$ cat config.mk
export PLATFORM = sky130hd
export DESIGN_NAME = mig_tt_scanner
export DESIGN_NICKNAME = d
export VERILOG_FILES = /design/src/rtl/mig_tt_scanner.sv
export SDC_FILE = /design/constraint.sdc
export NUM_CORES = 1
export LEC_CHECK = 0
export ABC_AREA = 1
export CELL_PAD_IN_SITES_DETAIL_PLACEMENT = 1
export CELL_PAD_IN_SITES_GLOBAL_PLACEMENT = 2
export CORE_ASPECT_RATIO = 0.6
export CORE_MARGIN = 3
export CORE_UTILIZATION = 35
export CTS_CLUSTER_DIAMETER = 150
export DETAILED_ROUTE_END_ITERATION = 8
export HOLD_SLACK_MARGIN = 0.03
export PLACE_DENSITY_LB_ADDON = 0.1
export SETUP_SLACK_MARGIN = 0.05
export SYNTH_ARGS = -nofsm -noshare
export SYNTH_HDL_FRONTEND = slang
export SYNTH_SLANG_ARGS = --single-unit
$ cat constraint.sdc
create_clock -name clk -period 11.8 [get_ports clk]
set_clock_uncertainty 0.05 [all_clocks]
set_input_delay 2.95 -clock clk [delete_from_list [all_inputs] [get_ports clk]]
set_output_delay 2.95 -clock clk [all_outputs]
set_load 0.05 [all_outputs]
$ cat src/rtl/mig_tt_scanner.sv
`default_nettype none
// ============================================================================
// mig_tt_scanner : programmable 3-input majority-node chain with a
//                  truth-table scan engine streaming packed words.
// Revision       : 1.0
// ============================================================================
module mig_tt_scanner #(
   parameter int N_IN    = 7,
   parameter int N_NODES = 6,
   parameter int TT_W    = 32,
   parameter int SEL_W   = $clog2(1 + N_IN + N_NODES)
) (
   input  logic                       clk,
   input  logic                       rst_n,
   input  logic                       cfg_we,
   input  logic [$clog2(N_NODES)-1:0] cfg_addr,
   input  logic [3*(SEL_W+1)-1:0]     cfg_data,
   input  logic                       out_inv,
   input  logic                       start,
   output logic                       busy,
   output logic                       done,
   output logic                       tt_valid,
   input  logic                       tt_ready,
   output logic [TT_W-1:0]            tt_data,
   output logic                       tt_last,
   output logic [N_IN:0]              onset_count
);

   localparam int OP_W      = SEL_W + 1;
   localparam int CFG_W     = 3 * OP_W;
   localparam int SRC_W     = 2 ** SEL_W;
   localparam int NODE_BASE = 1 + N_IN;
   localparam int WB_W      = $clog2(TT_W);

   typedef enum logic [1:0] {
      ST_IDLE = 2'd0,
      ST_EVAL = 2'd1,
      ST_HOLD = 2'd2,
      ST_DONE = 2'd3
   } state_t;

   state_t                     state_q, state_d;
   logic [N_NODES*CFG_W-1:0]   cfg_q, cfg_d;
   logic [N_IN:0]              ctr_q, ctr_d;
   logic [TT_W-1:0]            word_q, word_d;
   logic [N_IN:0]              onset_q, onset_d;
   logic                       inv_q, inv_d;
   logic                       f_w;

   // Source vector is padded to 2^SEL_W so any operand index selects in range;
   // indices not yet produced (forward refs, out of range) read as 0.
   function automatic logic eval_net(input logic [N_IN-1:0]          x,
                                     input logic [N_NODES*CFG_W-1:0] cfg);
      logic [SRC_W-1:0] src;
      logic [OP_W-1:0]  op;
      logic [2:0]       v;
      src         = '0;
      src[N_IN:1] = x;
      v           = '0;
      for (int k = 0; k < N_NODES; k++) begin
         for (int o = 0; o < 3; o++) begin
            op = cfg[k*CFG_W + o*OP_W +: OP_W];
            v[o +: 1] = op[SEL_W] ^
                        ((int'(op[SEL_W-1:0]) < NODE_BASE + k) ? src[op[SEL_W-1:0]] : 1'b0);
         end
         src[NODE_BASE + k +: 1] = (v[0] & v[1]) | (v[0] & v[2]) | (v[1] & v[2]);
      end
      return src[NODE_BASE + N_NODES - 1];
   endfunction

   assign busy        = (state_q == ST_EVAL) || (state_q == ST_HOLD);
   assign done        = (state_q == ST_DONE);
   assign tt_valid    = (state_q == ST_HOLD);
   assign tt_data     = word_q;
   assign tt_last     = (state_q == ST_HOLD) && ctr_q[N_IN];
   assign onset_count = onset_q;

   always_comb begin
      state_d = state_q;
      cfg_d   = cfg_q;
      ctr_d   = ctr_q;
      word_d  = word_q;
      onset_d = onset_q;
      inv_d   = inv_q;
      f_w     = eval_net(ctr_q[N_IN-1:0], cfg_q) ^ inv_q;

      if (cfg_we && !busy && (int'(cfg_addr) < N_NODES)) begin
         cfg_d[int'(cfg_addr)*CFG_W +: CFG_W] = cfg_data;
      end

      case (state_q)
         ST_IDLE: begin
            if (start) begin
               state_d = ST_EVAL;
               ctr_d   = '0;
               word_d  = '0;
               onset_d = '0;
               inv_d   = out_inv;
            end
         end
         ST_EVAL: begin
            word_d[ctr_q[WB_W-1:0]] = f_w;
            onset_d = onset_q + {{N_IN{1'b0}}, f_w};
            ctr_d   = ctr_q + (N_IN+1)'(1);
            if (&ctr_q[WB_W-1:0]) begin
               state_d = ST_HOLD;
            end
         end
         ST_HOLD: begin
            // ctr has already wrapped into its top bit after the final minterm
            if (tt_ready) begin
               state_d = ctr_q[N_IN] ? ST_DONE : ST_EVAL;
            end
         end
         ST_DONE: state_d = ST_IDLE;
         default: state_d = ST_IDLE;
      endcase
   end

   always_ff @(posedge clk) begin
      if (!rst_n) begin
         state_q <= ST_IDLE;
         cfg_q   <= '0;
         ctr_q   <= '0;
         word_q  <= '0;
         onset_q <= '0;
         inv_q   <= 1'b0;
      end else begin
         state_q <= state_d;
         cfg_q   <= cfg_d;
         ctr_q   <= ctr_d;
         word_q  <= word_d;
         onset_q <= onset_d;
         inv_q   <= inv_d;
      end
   end

endmodule
`default_nettype wire

# Word level (Yosys, flattened, before mapping)
# Cells that the tools add are included.
# word_totals
input_bits,24
wordCells,186
output_inout_bits,44
reg_bits,141
# classes
shift,2
reduce_logical,12
eq_ne,6
magnitude_cmp,39
addsub,3
n_mux,68
mul,1
bitwise_logic,49
# op_table
cell,n
90-bit bitwise mux,1
"4-bit by 5-bit < comparator with 1-bit output, second input constant",18
"15-bit by 33-bit variable shift with 90-bit output, first input constant",1
15-bit by 33-bit variable part select with 90-bit output,1
1-bit binary-select mux with 4-bit select,18
"4-bit < comparator, second input constant",18
32-bit one-hot mux with 2 select lines,1
1-bit 2-to-1 mux,37
7-bit negation with 33-bit output,1
32-bit bitwise mux,1
32-bit 2-to-1 mux,1
8-bit one-hot mux with 2 select lines,2
1-bit XOR,19
1-bit AND,18
1-bit bitwise OR,12
8-bit by 1-bit adder with 8-bit output,1
"8-bit by 1-bit adder with 8-bit output, second input constant",1
2-bit 2-to-1 mux,4
8-bit 2-to-1 mux,1
2-bit one-hot mux with 4 select lines,1
"3-bit by 4-bit multiplier with 7-bit output, second input constant",1
"5-bit by 6-bit < comparator with 1-bit output, second input constant",1
1-bit demux with 5-bit select,1
"5-bit by 1-bit greater-or-equal comparator with 1-bit output, second input constant",1
other kinds (13),19

# Longest topological paths before layout
# logic_depth
depth_word,45
depth_mapped,58
mapped_depth_nobuf,57

# Worst setup path before layout
# OpenSTA, ideal clock, no wires.
# synth_timing
path_type,input to register
from,input cfg_addr[0]
to,register cfg_q[75]
setup_time_ps,128
path_slack_ps,6307
n_path_buf,3
required_ps,11622
cell_stages,12
arrival_time_ps,5314
path_cell_list,clkbuf_1 > clkinv_1 > clkbuf_1 > ha_1 > or2_2 > nand2_1 > inv_1 > nor3_1 > inv_1 > clkbuf_1 > o21ai_0 > a21oi_1
# synth_between
elab_chain_cells,4
word_cells_on_any_way,7
cone_classes,1 x add/sub; 1 x mul; 1 x order compare; 2 x shift; 1 x mux; 1 x reduce/logical
# synth_lines
item,line_no,text
from (decl),16,"input logic [$clog2(N_NODES)-1:0] cfg_addr,"
3-bit by 4-bit multiplier with 7-bit output,88,cfg_d[int'(cfg_addr)*CFG_W +: CFG_W] = cfg_data;
7-bit negation with 33-bit output,88,
15-bit by 33-bit variable part select with 90-bit output / 15-bit by 33-bit variable shift with 90-bit output (equally long branches),88,
90-bit bitwise mux,88,
to (signal assigned),130,cfg_q <= cfg_d;
to (decl),43,"logic [N_NODES*CFG_W-1:0] cfg_q, cfg_d;"
# Parallel ways exist; a longest one is shown, timed or not.
# A chain may end at the register's enable or synchronous reset.

# Worst setup path in the final report
# layout_timing
from,register ctr_q[4]
to,"register onset_q[5], in the netlist onset_count[5]"
# layout_between
elab_chain_cells,45
word_cells_on_any_way,105
cone_classes,1 x add/sub; 55 x mux; 49 x bitwise
# layout_lines
item,line_no,text
from (decl),44,"logic [N_IN:0] ctr_q, ctr_d;"
from (signal assigned),131,ctr_q <= ctr_d;
1-bit binary-select mux with 4-bit select,64,((int'(op[SEL_W-1:0]) < NODE_BASE + k) ? src[op[SEL_W-1:0]] : 1'b0);
1-bit 2-to-1 mux (not written as such),64,
1-bit 2-to-1 mux,64,
1-bit XOR,63,v[o +: 1] = op[SEL_W] ^
1-bit AND,66,src[NODE_BASE + k +: 1] = (v[0] & v[1]) | (v[0] & v[2]) | (v[1] & v[2]);
1-bit bitwise OR (2 in series),66,
1-bit binary-select mux with 4-bit select,64,
1-bit 2-to-1 mux (not written as such),64,
[... 28 more ...],n/a,
1-bit 2-to-1 mux,64,
1-bit XOR,63,
1-bit AND,66,
1-bit bitwise OR,66,
1-bit bitwise OR (*),66,
1-bit XOR (*),85,"f_w = eval_net(ctr_q[N_IN-1:0], cfg_q) ^ inv_q;"
8-bit by 1-bit adder with 8-bit output (*),103,"onset_d = onset_q + {{N_IN{1'b0}}, f_w};"
8-bit one-hot mux with 2 select lines (*),91,case (state_q)
to (signal assigned),133,onset_q <= onset_d;
to (decl),46,"logic [N_IN:0] onset_q, onset_d;"
# Every way passes the cells marked *; elsewhere a longest branch is shown, timed or not. The select of a mux whose other input is x is not followed.

==> flow_metrics.py <==
metrics = {
    "run_status": {
        "status": "completed",
    },
    "global_routing": {
        "grt_pass1_vias": 8745,
        "grt_first_pass_wirelength_um": 51900,
        "grt-ovfl-total": 0,
        "antenna_found_initial": 0,
        "grt_max_degree": 81,
        "grtUsageTotal_pct": 26.0,
    },
    "timing": {
        "finalHoldViolCount": 0,
        "hold_slack_ns": 0.413,
        "maxSlewViolCount": 0,
        "fmax_mhz": 132,
        "finalCriticalPeriod_ns": 7.59,
        "slew_headroom_pct": 24.4,
        "worst_slack_ns": 4.21,
        "report.final.setup_viol": 0,
        "rsz0062_at_grt": "no",
        "setup_tns_ns": 0,
        "worstMarginPinSlew_ns": 1.13,
        "period_share_pct": 64.3,
    },
    "critical_path": {
        "worst-setup-path-type": "reg -> reg",
        "cpMostUsedCell": "nand2_1",
        "worst_ep_required_time_ns": 12.09,
        "cp_slowest_cell": "nand3_2",
        "start_kind": "flip-flop",
        "crit_arrival_ns": 7.88,
        "slowest_delay_ns": 0.80,
        "crit_fanout": 33,
        "end_kind": "flip-flop",
        "r2r_cells": 51,
    },
    "clock_tree": {
        "post_cts_resized": 0,
        "clock-root-buffer": "clkbuf_16",
        "clk_latency_ns": 0.46,
        "cts_tree": "yes",
        "holdBufCountCts": 0,
        "h-tree-depth": 4,
        "cts.sinks": 141,
        "post_cts_buffers": 0,
        "cts_made_buffers": 17,
        "clkTransAtPathRegs_ns": 0.06,
        "cts_buffer_depth": 2,
    },
    "logic_synthesis": {
        "synth.distinct_cells": 37,
        "synth_edf_count": 0,
        "synth_area_per_cell_um2": 6.69,
        "seq_area_frac_synth_pct": 33.4,
        "syn-cell-area_um2": 8440,
        "async_reset_ff_share_pct": 0,
        "synth_flop_cell": "dfxtp_1",
        "syn_nets": 1301,
        "ys_ff_latch": 141,
        "synth.yosys.warnings": 0,
        "postSynthCellCount": 1262,
    },
    "drt": {
        "drt_iter0_drc": 738,
        "ant_nets": 0,
        "first_pass_iters": 5,
        "routed_via_density": 5.46,
        "vias": 8845,
        "remaining_drc_errors": 0,
        "wl_per_cell_um": 20.5,
        "drt-total-wl_um": 33200,
    },
    "cells_and_area": {
        "synthToLayoutAreaGrowth_pct": 16.9,
        "final_common_cell": "nand2_1",
        "layout_common_cells": "nand2_1 (251), a21oi_1 (153), o21ai_0 (152)",
        "fin_area_um2": 9870,
        "nNetsFinal": 1332,
        "drive_gt1_share_pct": 9.80,
        "utilization_pct": 42.2,
        "final_cells": 1621,
        "n_antenna_cell": 0,
    },
    "floorplanning": {
        "start_util_pct": 36.1,
        "die_area_um2": 26100,
        "die_h_um": 126,
        "num_rows": 43,
        "coreArea_um2": 23400,
        "ios": 68,
        "die_w_um": 207,
    },
    "worst_hold_path": {
        "hold_path_depth": 2,
        "min_path_type": "reg -> reg",
    },
    "pwr": {
        "powerDensity_nw_per_um2": 144,
        "power.leakage_nw": 3.64,
        "internal_power_mw": 0.909,
        "power.total_mw": 1.42,
        "p_sw_mw": 0.513,
        "clkPwrFrac_pct": 38.5,
        "power_frac_comb_pct": 24.9,
        "power.share.sequential_pct": 36.6,
        "ir_drop_mv": 0.141,
        "sw_frac_of_total_pct": 36.1,
    },
    "place": {
        "place_ws_ns": 4.13,
        "placed_area_um2": 9290,
        "io_buffers": 67,
        "gp_congestion": 0.870,
        "placed_cells": 1589,
        "hpwl_um": 23300,
    },
    "flow_run": {
        "drv_cap": 0,
    },
}
## power by group through the flow
stage	logic [mW]	clock network [mW]	registers (mW)
5_1_grt	0.396	0.578	0.524
3_5_place_dp	0.349	0	0.531
3_3_place_gp	0.346	0	0.531
2_1_floorplan	0.242	0	0.525
6_report	0.354	0.547	0.521
4_1_cts	0.353	0.555	0.521
## metal layers
layer	track usage (%)	wire, um
met1	42.0	18000
met2	34.8	12900
met3	4.95	1870
met4	6.02	383
met5	0	0
## cell type report
type                    instances  area (um2)
fillers                      2980       13500
multi-input cells             915        4790
flip-flops and latches        141        2820
repair buffers                 80         763
inverters                     138         518
clock buffers                  20         457
well taps                     315         394
clock inverters                12         120
## Yosys cell counts (3+ instances only)
master       n  area (um2)
o2111ai_1    4        35.0
inv_2        5        18.8
nor3b_1      3        22.5
nor3_1      60         300
nand2_2      6        37.5
a21oi_2     29         254
o31ai_1      9        67.6
nor2_1      67         251
nand3_1     57         285
dfxtp_1    141        2820
inv_1      128         480
and3_1       4        25.0
clkinv_1     5        18.8
nand4_1      5        31.3
buf_4        7        52.6
a31oi_1     24         150
nand3_2     35         350
ha_1        15         188
a211oi_1    16         120
buf_6        5        56.3
o21ai_0    153         766
clkbuf_1    56         210
o211ai_1     6        45.0
a21oi_1    153         766
nand2_1    251         942
## path summary, 6_finish.rpt
check                          startpoint                          end  slack (ns)
setup reg to reg    ctr_q[4]$_SDFFE_PN0P_  onset_count[5]$_SDFFE_PN0P_        4.21
hold / removal    tt_data[2]$_SDFFE_PN0P_      tt_data[2]$_SDFFE_PN0P_        0.41
setup / recovery    ctr_q[4]$_SDFFE_PN0P_  onset_count[5]$_SDFFE_PN0P_        4.21
hold reg to reg   tt_data[2]$_SDFFE_PN0P_      tt_data[2]$_SDFFE_PN0P_        0.41
## registers in the layout, summed over array words and instances (netlist names)
register	flops
cfg_q	90
inv_q	1
tt_data	32
onset_count	8
ctr_q	8
state_q	2
## worst max-delay path, delay by kind of cell (launching register included)
family | cells | cell delay [ns]
adder cells (fa/ha/maj) | 1 | 0.21
AO/OA/AOI/OAI | 1 | 0.17
buffers and inverters | 2 | 0.51
flip-flops | 1 | 0.49
AND/OR/NAND/NOR | 47 | 6.01
## logic make-up after synthesis
kind of cell / Yosys count / share of synthesized area, %
flip-flops: 141 / 33.4
adder cells (fa/ha/maj): 15 / 2.22
AND/OR/NAND/NOR: 497 / 27.4
XOR/XNOR: 1 / 0.104
buffers and inverters: 206 / 9.91
AO/OA/AOI/OAI: 402 / 26.9
Note: power is estimated with default switching activity, not from simulation.
